## config.mk

```make
export PLATFORM = sky130hd
export DESIGN_NAME = hssaer_tx_fifo_enc
export DESIGN_NICKNAME = d
export VERILOG_FILES = /design/src/rtl/hssaer_tx_fifo_enc.sv
export SDC_FILE = /design/constraint.sdc
export NUM_CORES = 1
export LEC_CHECK = 0
export ABC_AREA = 1
export BUFFER_PORTS_ARGS = -buffer_cell sky130_fd_sc_hd__buf_2
export CORE_ASPECT_RATIO = 1.75
export CORE_UTILIZATION = 57
export DETAILED_ROUTE_END_ITERATION = 7
export PLACE_DENSITY = 0.86
export RECOVER_POWER = 50
export SETUP_SLACK_MARGIN = 0.4
export SLEW_MARGIN = 0
export SYNTH_ARGS = -nofsm -noshare
export SYNTH_HDL_FRONTEND = slang
export SYNTH_SLANG_ARGS = --single-unit
```

## constraint.sdc

```tcl
create_clock -name clk -period 3.1 [get_ports clk]
set_input_delay 0.775 -clock clk [delete_from_list [all_inputs] [get_ports clk]]
set_output_delay 0.775 -clock clk [all_outputs]
set_load 0.005 [all_outputs]
```

## src/rtl/hssaer_tx_fifo_enc.sv

```systemverilog
// HSSAER single-rate transmit encoder with an input FIFO.
// Frames ("11" + DSIZE data bits MSB first [+ parity] + GAP zeros) and
// keepalive symbols ("1" + GAP zeros) are sent NRZI, one bit per clk.
// Optional build macro: HSSAER_TX_PARITY_EN appends an even-parity bit.
module hssaer_tx_fifo_enc #(
    parameter int unsigned DSIZE     = 32,
    parameter int unsigned FIFO_AW   = 4,
    parameter int unsigned GAP       = 2,
    parameter int unsigned KA_PERIOD = 16
) (
    input  logic               clk,
    input  logic               _rst,
    input  logic [DSIZE-1:0]   s_data_i,
    input  logic               s_valid_i,
    output logic               s_ready_o,
    input  logic               keepalive_i,
    output logic               tx_o,
    output logic               run_o,
    output logic               first_o,
    output logic               last_o,
    output logic               alive_o,
    output logic [FIFO_AW:0]   fifo_level_o
);

    localparam int unsigned DEPTH   = 1 << FIFO_AW;
    localparam int unsigned LW      = FIFO_AW + 1;
    localparam int unsigned CNT_MAX = (DSIZE > GAP) ? DSIZE : GAP;
    localparam int unsigned CW      = $clog2(CNT_MAX + 1);
    localparam int unsigned KW      = $clog2(KA_PERIOD + 1);

    localparam logic [2:0] ST_IDLE = 3'd0;
    localparam logic [2:0] ST_PRE  = 3'd1;
    localparam logic [2:0] ST_DATA = 3'd2;
    localparam logic [2:0] ST_GAP  = 3'd4;
    localparam logic [2:0] ST_KA   = 3'd5;
`ifdef HSSAER_TX_PARITY_EN
    localparam logic [2:0] ST_PAR  = 3'd3;
`endif

    // FIFO storage and pointers
    logic [DSIZE-1:0]   mem_q [DEPTH];
    logic [FIFO_AW-1:0] wptr_q, rptr_q;
    logic [LW-1:0]      level_q, level_d;
    logic               ready_q;
    logic               push, pop, empty;
    logic [DSIZE-1:0]   head;

    // Encoder state
    logic [2:0]         state_q, state_d;
    logic [CW-1:0]      cnt_q, cnt_d;
    logic [DSIZE-1:0]   sh_q, sh_d;
    logic [KW-1:0]      ka_q, ka_d;
    logic               tx_q, tx_d;
    logic               run_q, run_d;
    logic               first_q, first_d;
    logic               last_q, last_d;
    logic               alive_q, alive_d;
    logic               bit_l;
    logic               start_frame;
`ifdef HSSAER_TX_PARITY_EN
    logic               par_q, par_d;
`endif

    assign push  = s_valid_i & ready_q;
    assign empty = (level_q == '0);
    assign head  = mem_q[rptr_q];

    // Next FIFO occupancy; ready is precomputed so it is registered
    always_comb begin
        level_d = level_q;
        case ({push, pop})
            2'b10:   level_d = level_q + 1'b1;
            2'b01:   level_d = level_q - 1'b1;
            default: level_d = level_q;
        endcase
    end

    // FIFO data write (no reset needed on storage)
    always_ff @(posedge clk) begin
        if (push) begin
            mem_q[wptr_q] <= s_data_i;
        end
    end

    // FIFO pointers, occupancy and ready flag
    always_ff @(posedge clk or negedge _rst) begin
        if (!_rst) begin
            wptr_q  <= '0;
            rptr_q  <= '0;
            level_q <= '0;
            ready_q <= 1'b0;
        end else begin
            if (push) wptr_q <= wptr_q + 1'b1;
            if (pop)  rptr_q <= rptr_q + 1'b1;
            level_q <= level_d;
            ready_q <= (level_d != LW'(DEPTH));
        end
    end

    // Encoder next state; bit_l is the logical bit going onto the line next
    always_comb begin
        state_d     = state_q;
        cnt_d       = cnt_q;
        sh_d        = sh_q;
        ka_d        = '0;
        pop         = 1'b0;
        bit_l       = 1'b0;
        run_d       = 1'b0;
        first_d     = 1'b0;
        last_d      = 1'b0;
        alive_d     = 1'b0;
        start_frame = 1'b0;
`ifdef HSSAER_TX_PARITY_EN
        par_d       = par_q;
`endif
        case (state_q)
            ST_IDLE: begin
                if (!empty) begin
                    start_frame = 1'b1;
                end else if (keepalive_i && !push) begin
                    // a word arriving this edge beats the keepalive
                    if (ka_q == KW'(KA_PERIOD - 1)) begin
                        state_d = ST_KA;
                        bit_l   = 1'b1;
                        alive_d = 1'b1;
                    end else begin
                        ka_d = ka_q + 1'b1;
                    end
                end
            end
            ST_PRE: begin
                run_d = 1'b1;
                if (cnt_q == '0) begin
                    cnt_d = CW'(1);
                    bit_l = 1'b1;
                end else begin
                    state_d = ST_DATA;
                    cnt_d   = '0;
                    bit_l   = sh_q[DSIZE-1];
                    sh_d    = {sh_q[DSIZE-2:0], 1'b0};
                end
            end
            ST_DATA: begin
                if (cnt_q != CW'(DSIZE - 1)) begin
                    cnt_d = cnt_q + 1'b1;
                    bit_l = sh_q[DSIZE-1];
                    sh_d  = {sh_q[DSIZE-2:0], 1'b0};
                    run_d = 1'b1;
`ifdef HSSAER_TX_PARITY_EN
                    last_d = 1'b0;
`else
                    last_d = (cnt_q == CW'(DSIZE - 2));
`endif
                end else begin
`ifdef HSSAER_TX_PARITY_EN
                    state_d = ST_PAR;
                    bit_l   = par_q;
                    run_d   = 1'b1;
                    last_d  = 1'b1;
`else
                    state_d = ST_GAP;
                    cnt_d   = '0;
`endif
                end
            end
`ifdef HSSAER_TX_PARITY_EN
            ST_PAR: begin
                state_d = ST_GAP;
                cnt_d   = '0;
            end
`endif
            ST_GAP: begin
                if (cnt_q == CW'(GAP - 1)) begin
                    if (!empty) begin
                        start_frame = 1'b1;
                    end else begin
                        state_d = ST_IDLE;
                    end
                end else begin
                    cnt_d = cnt_q + 1'b1;
                end
            end
            ST_KA: begin
                state_d = ST_GAP;
                cnt_d   = '0;
            end
            default: begin
                state_d = ST_IDLE;
            end
        endcase

        // Frame launch: pop the head word and put the first preamble bit out
        if (start_frame) begin
            pop     = 1'b1;
            state_d = ST_PRE;
            cnt_d   = '0;
            sh_d    = head;
            bit_l   = 1'b1;
            run_d   = 1'b1;
            first_d = 1'b1;
`ifdef HSSAER_TX_PARITY_EN
            par_d   = ^head;
`endif
        end

        tx_d = tx_q ^ bit_l;
    end

    // Encoder state and registered line outputs
    always_ff @(posedge clk or negedge _rst) begin
        if (!_rst) begin
            state_q <= ST_IDLE;
            cnt_q   <= '0;
            sh_q    <= '0;
            ka_q    <= '0;
            tx_q    <= 1'b0;
            run_q   <= 1'b0;
            first_q <= 1'b0;
            last_q  <= 1'b0;
            alive_q <= 1'b0;
`ifdef HSSAER_TX_PARITY_EN
            par_q   <= 1'b0;
`endif
        end else begin
            state_q <= state_d;
            cnt_q   <= cnt_d;
            sh_q    <= sh_d;
            ka_q    <= ka_d;
            tx_q    <= tx_d;
            run_q   <= run_d;
            first_q <= first_d;
            last_q  <= last_d;
            alive_q <= alive_d;
`ifdef HSSAER_TX_PARITY_EN
            par_q   <= par_d;
`endif
        end
    end

    assign s_ready_o    = ready_q;
    assign tx_o         = tx_q;
    assign run_o        = run_q;
    assign first_o      = first_q;
    assign last_o       = last_q;
    assign alive_o      = alive_q;
    assign fifo_level_o = level_q;

endmodule

```

==> flow_metrics.env <==
export IMPL_status="finished, violations left"
export IMPL_violations="max-capacitance violations, max-slew violations"
export IMPL_drv_cap=1
export IMPL_die_area_um2=44800
export IMPL_final_max_slew_viol_count=52
export IMPL_synth_most_common_cell="nand2_1"
export IMPL_grt_antenna_before_repair=1
export IMPL_viasPerCell=5.84
export IMPL_cts_buffers=47
export IMPL_critPathLaunchType="register"
export IMPL_fin_crit_ns=2.53
export IMPL_synth_area_top_cells="edfxtp_1 (61%), nand2_1 (12%), nand3_1 (7.5%)"
export IMPL_drive_gt1_share_pct=7.11
export IMPL_rows=101
export IMPL_reg2regPathDepth=10
export IMPL_required_ns=3.60
export IMPL_hold_depth=1
export IMPL_clock_path_buffers=3
export IMPL_fin_nets=2499
export IMPL_drt_initial_drc_count=2191
export IMPL_dp_cells=2966
export IMPL_vias=17800
export IMPL_clock_sinks=577
export IMPL_finalSetupTns_ns=0
export IMPL_drcViolationCount=0
export IMPL_yosys_warnings=0
export IMPL_timing_final_ws_setup_ns=0.571
export IMPL_min_path_type="reg2reg"
export IMPL_die_height_um=279
export IMPL_stdcell_count=3055
export IMPL_final_util_pct=63.7
export IMPL_initial_core_util_pct=57.7
export IMPL_path_clk_slew_ns=0.07
export IMPL_syn_inst=2428
export IMPL_synth_top_cell_by_area="edfxtp_1"
export IMPL_path_max_fanout=69
export IMPL_ctsRootBufferMaster="clkbuf_16"
export IMPL_grt_max_degree=110
export IMPL_synth_commonest_cells="nand2_1 (800), edfxtp_1 (512), nand3_1 (375)"
export IMPL_finalSetupViolCount=0
export IMPL_p_leak_nw=11.5
export IMPL_power_w=0.0259
export IMPL_worst_slew_pin_transition_ns=1.61
export IMPL_syn_nets=2477
export IMPL_die_w_um=160
export IMPL_critPathArrivalTime_ns=3.03
export IMPL_synth_edf_count=512
export IMPL_coreArea_um2=43300
export IMPL_port_buffers=46
export IMPL_max_freq_mhz=395
export IMPL_yosysTopAreaCellShare_pct=61.4
export IMPL_fin_skew_ns=0.0250
export IMPL_synth_ff_latch_count=577
export IMPL_grtUsageTotal_pct=27.8
export IMPL_place_gp_congestion=0.820
export IMPL_grt_first_pass_wirelength_um=95200
export IMPL_grt_pass1_vias=18200
export IMPL_routedWlPerCell_um=20.2
export IMPL_first_pass_iters=6
export IMPL_synthDistinctLibCells=32
export IMPL_overflow=0
export IMPL_htreeDepth=2
export IMPL_end_kind="register"
export IMPL_place_detailed_hpwl_um=32700
export IMPL_final_hold_violation_count=0
export IMPL_power_density_nw_per_um2=940
export IMPL_pre_cts_slack_ns=0.488
export IMPL_seq_area_frac_synth_pct=67.9
export IMPL_worstSetupPathType="reg2reg"
export IMPL_avgSynthCellArea_um2=10.3
export IMPL_final_antenna_net_count=0
export IMPL_post_route_period_util_pct=81.6
export IMPL_area_delta_synth_final_pct=10.3
export IMPL_relSlewSlack_pct=-7.03
export IMPL_ios=47
export IMPL_async_flop_share_pct=11.3
export IMPL_totalWireLength_um=61800
export IMPL_synth_top_flop_cell="edfxtp_1"
export IMPL_syn_area_um2=25000
export IMPL_clk_latency_ns=0.58
export IMPL_grt_setup_unrepaired="no"
export IMPL_tritoncts="built"
export IMPL_ir_drop_mv=0.791
==> path summary, 6_finish.rpt <==
| check | to | slack (ns) | startpoint |
|---|---|---|---|
| setup / recovery | sh_q[10] | 0.57 | cnt_q[1] |
| hold / removal | ka_q[0] | 0.47 | ka_q[0] |
| setup reg to reg | sh_q[10] | 0.57 | cnt_q[1] |
| hold reg to reg | ka_q[0] | 0.47 | ka_q[0] |
| max in group asynchronous | sh_q[19] | 1.16 | _rst |
| min in group asynchronous | sh_q[16] | 0.59 | _rst |
==> cell type report <==
type / instances / area [um2]
multi-input cells: 1427 / 6350
diodes: 1 / 2.50
repair buffers: 94 / 739
clock inverters: 26 / 395
fillers: 2932 / 15700
well taps: 566 / 708
flip-flops and latches: 577 / 17000
inverters: 303 / 1140
clock buffers: 61 / 1250
==> worst max-delay path: stages, from the launching register on <==
cell and delay (ns):
dfrtp_1 0.45, inv_1 0.11, ha_1 0.17, nand4_2 0.19, a21oi_4 0.22, buf_4 0.14, buf_4 0.68, nor2_1 0.15
nor2_1 0.19, nand2_1 0.08, nand2_1 0.05
==> sequential cells by signal (all words and copies together), names as in the netlist, 3 cells and up <==
signal        flops
mem_q           512
sh_q             32
cnt_q             6
fifo_level_o      5
ka_q              5
rptr_q            4
wptr_q            4
state_q           3
==> timing repair <==
item	CTS	global route
hold endpoints to repair	0	0
setup buffers	0	1
gates resized for setup	0	2
hold buffers	0	0
endpoints found under the setup margin	0	1
==> kinds of logic (layout without fill, tap and decap cells) <==
logic type | after synthesis | after routing | share of synthesized area (%)
AO/OA/AOI/OAI | 55 | 55 | 1.26
XOR/XNOR | 10 | 10 | 0.350
adder cells (fa/ha/maj) | 13 | 13 | 0.650
buffers and inverters | 424 | 484 | 7.19
flip-flops | 577 | 577 | 67.9
other | 0 | 1 | 0
AND/OR/NAND/NOR | 1349 | 1349 | 22.6
==> placed cells by master, fill, tap and decap left out, types with 27 or more instances in the layout <==
master     count
buf_4         29
clkbuf_1      48
clkbuf_16     48
dfrtp_1       62
edfxtp_1     512
inv_1        296
nand2_1      800
nand3_1      376
nor2_1       121
o21ai_0       27
==> power by group <==
part	internal, W	total [W]	leakage, nW	switching [W]
combinational	0.00270	0.00939	5.23	0.00669
sequential	0.00957	0.0101	5.43	0.000572
clock	0.00370	0.00642	0.800	0.00272
==> through the flow <==
stage | hold slack (ns) | instance area, um2
after floorplan | 0.430 | 25100
after global placement | 0.442 | 26000
after detailed placement | 0.463 | 26000
after CTS | 0.292 | 27600
after global routing | 0.492 | 27600
final | 0.470 | 27600
==> layer usage <==
layer / vias to the layer above / share of wire (%) / global-route usage (%)
met1: 8350 / 33 / 30.2
met3: 315 / 8.9 / 4.19
met5: - / 0 / 0
met4: 0 / 6.8 / 20.5
li1: 7979 / - / -
met2: 1185 / 51 / 48.9
Power figures use the tool's default switching activity.
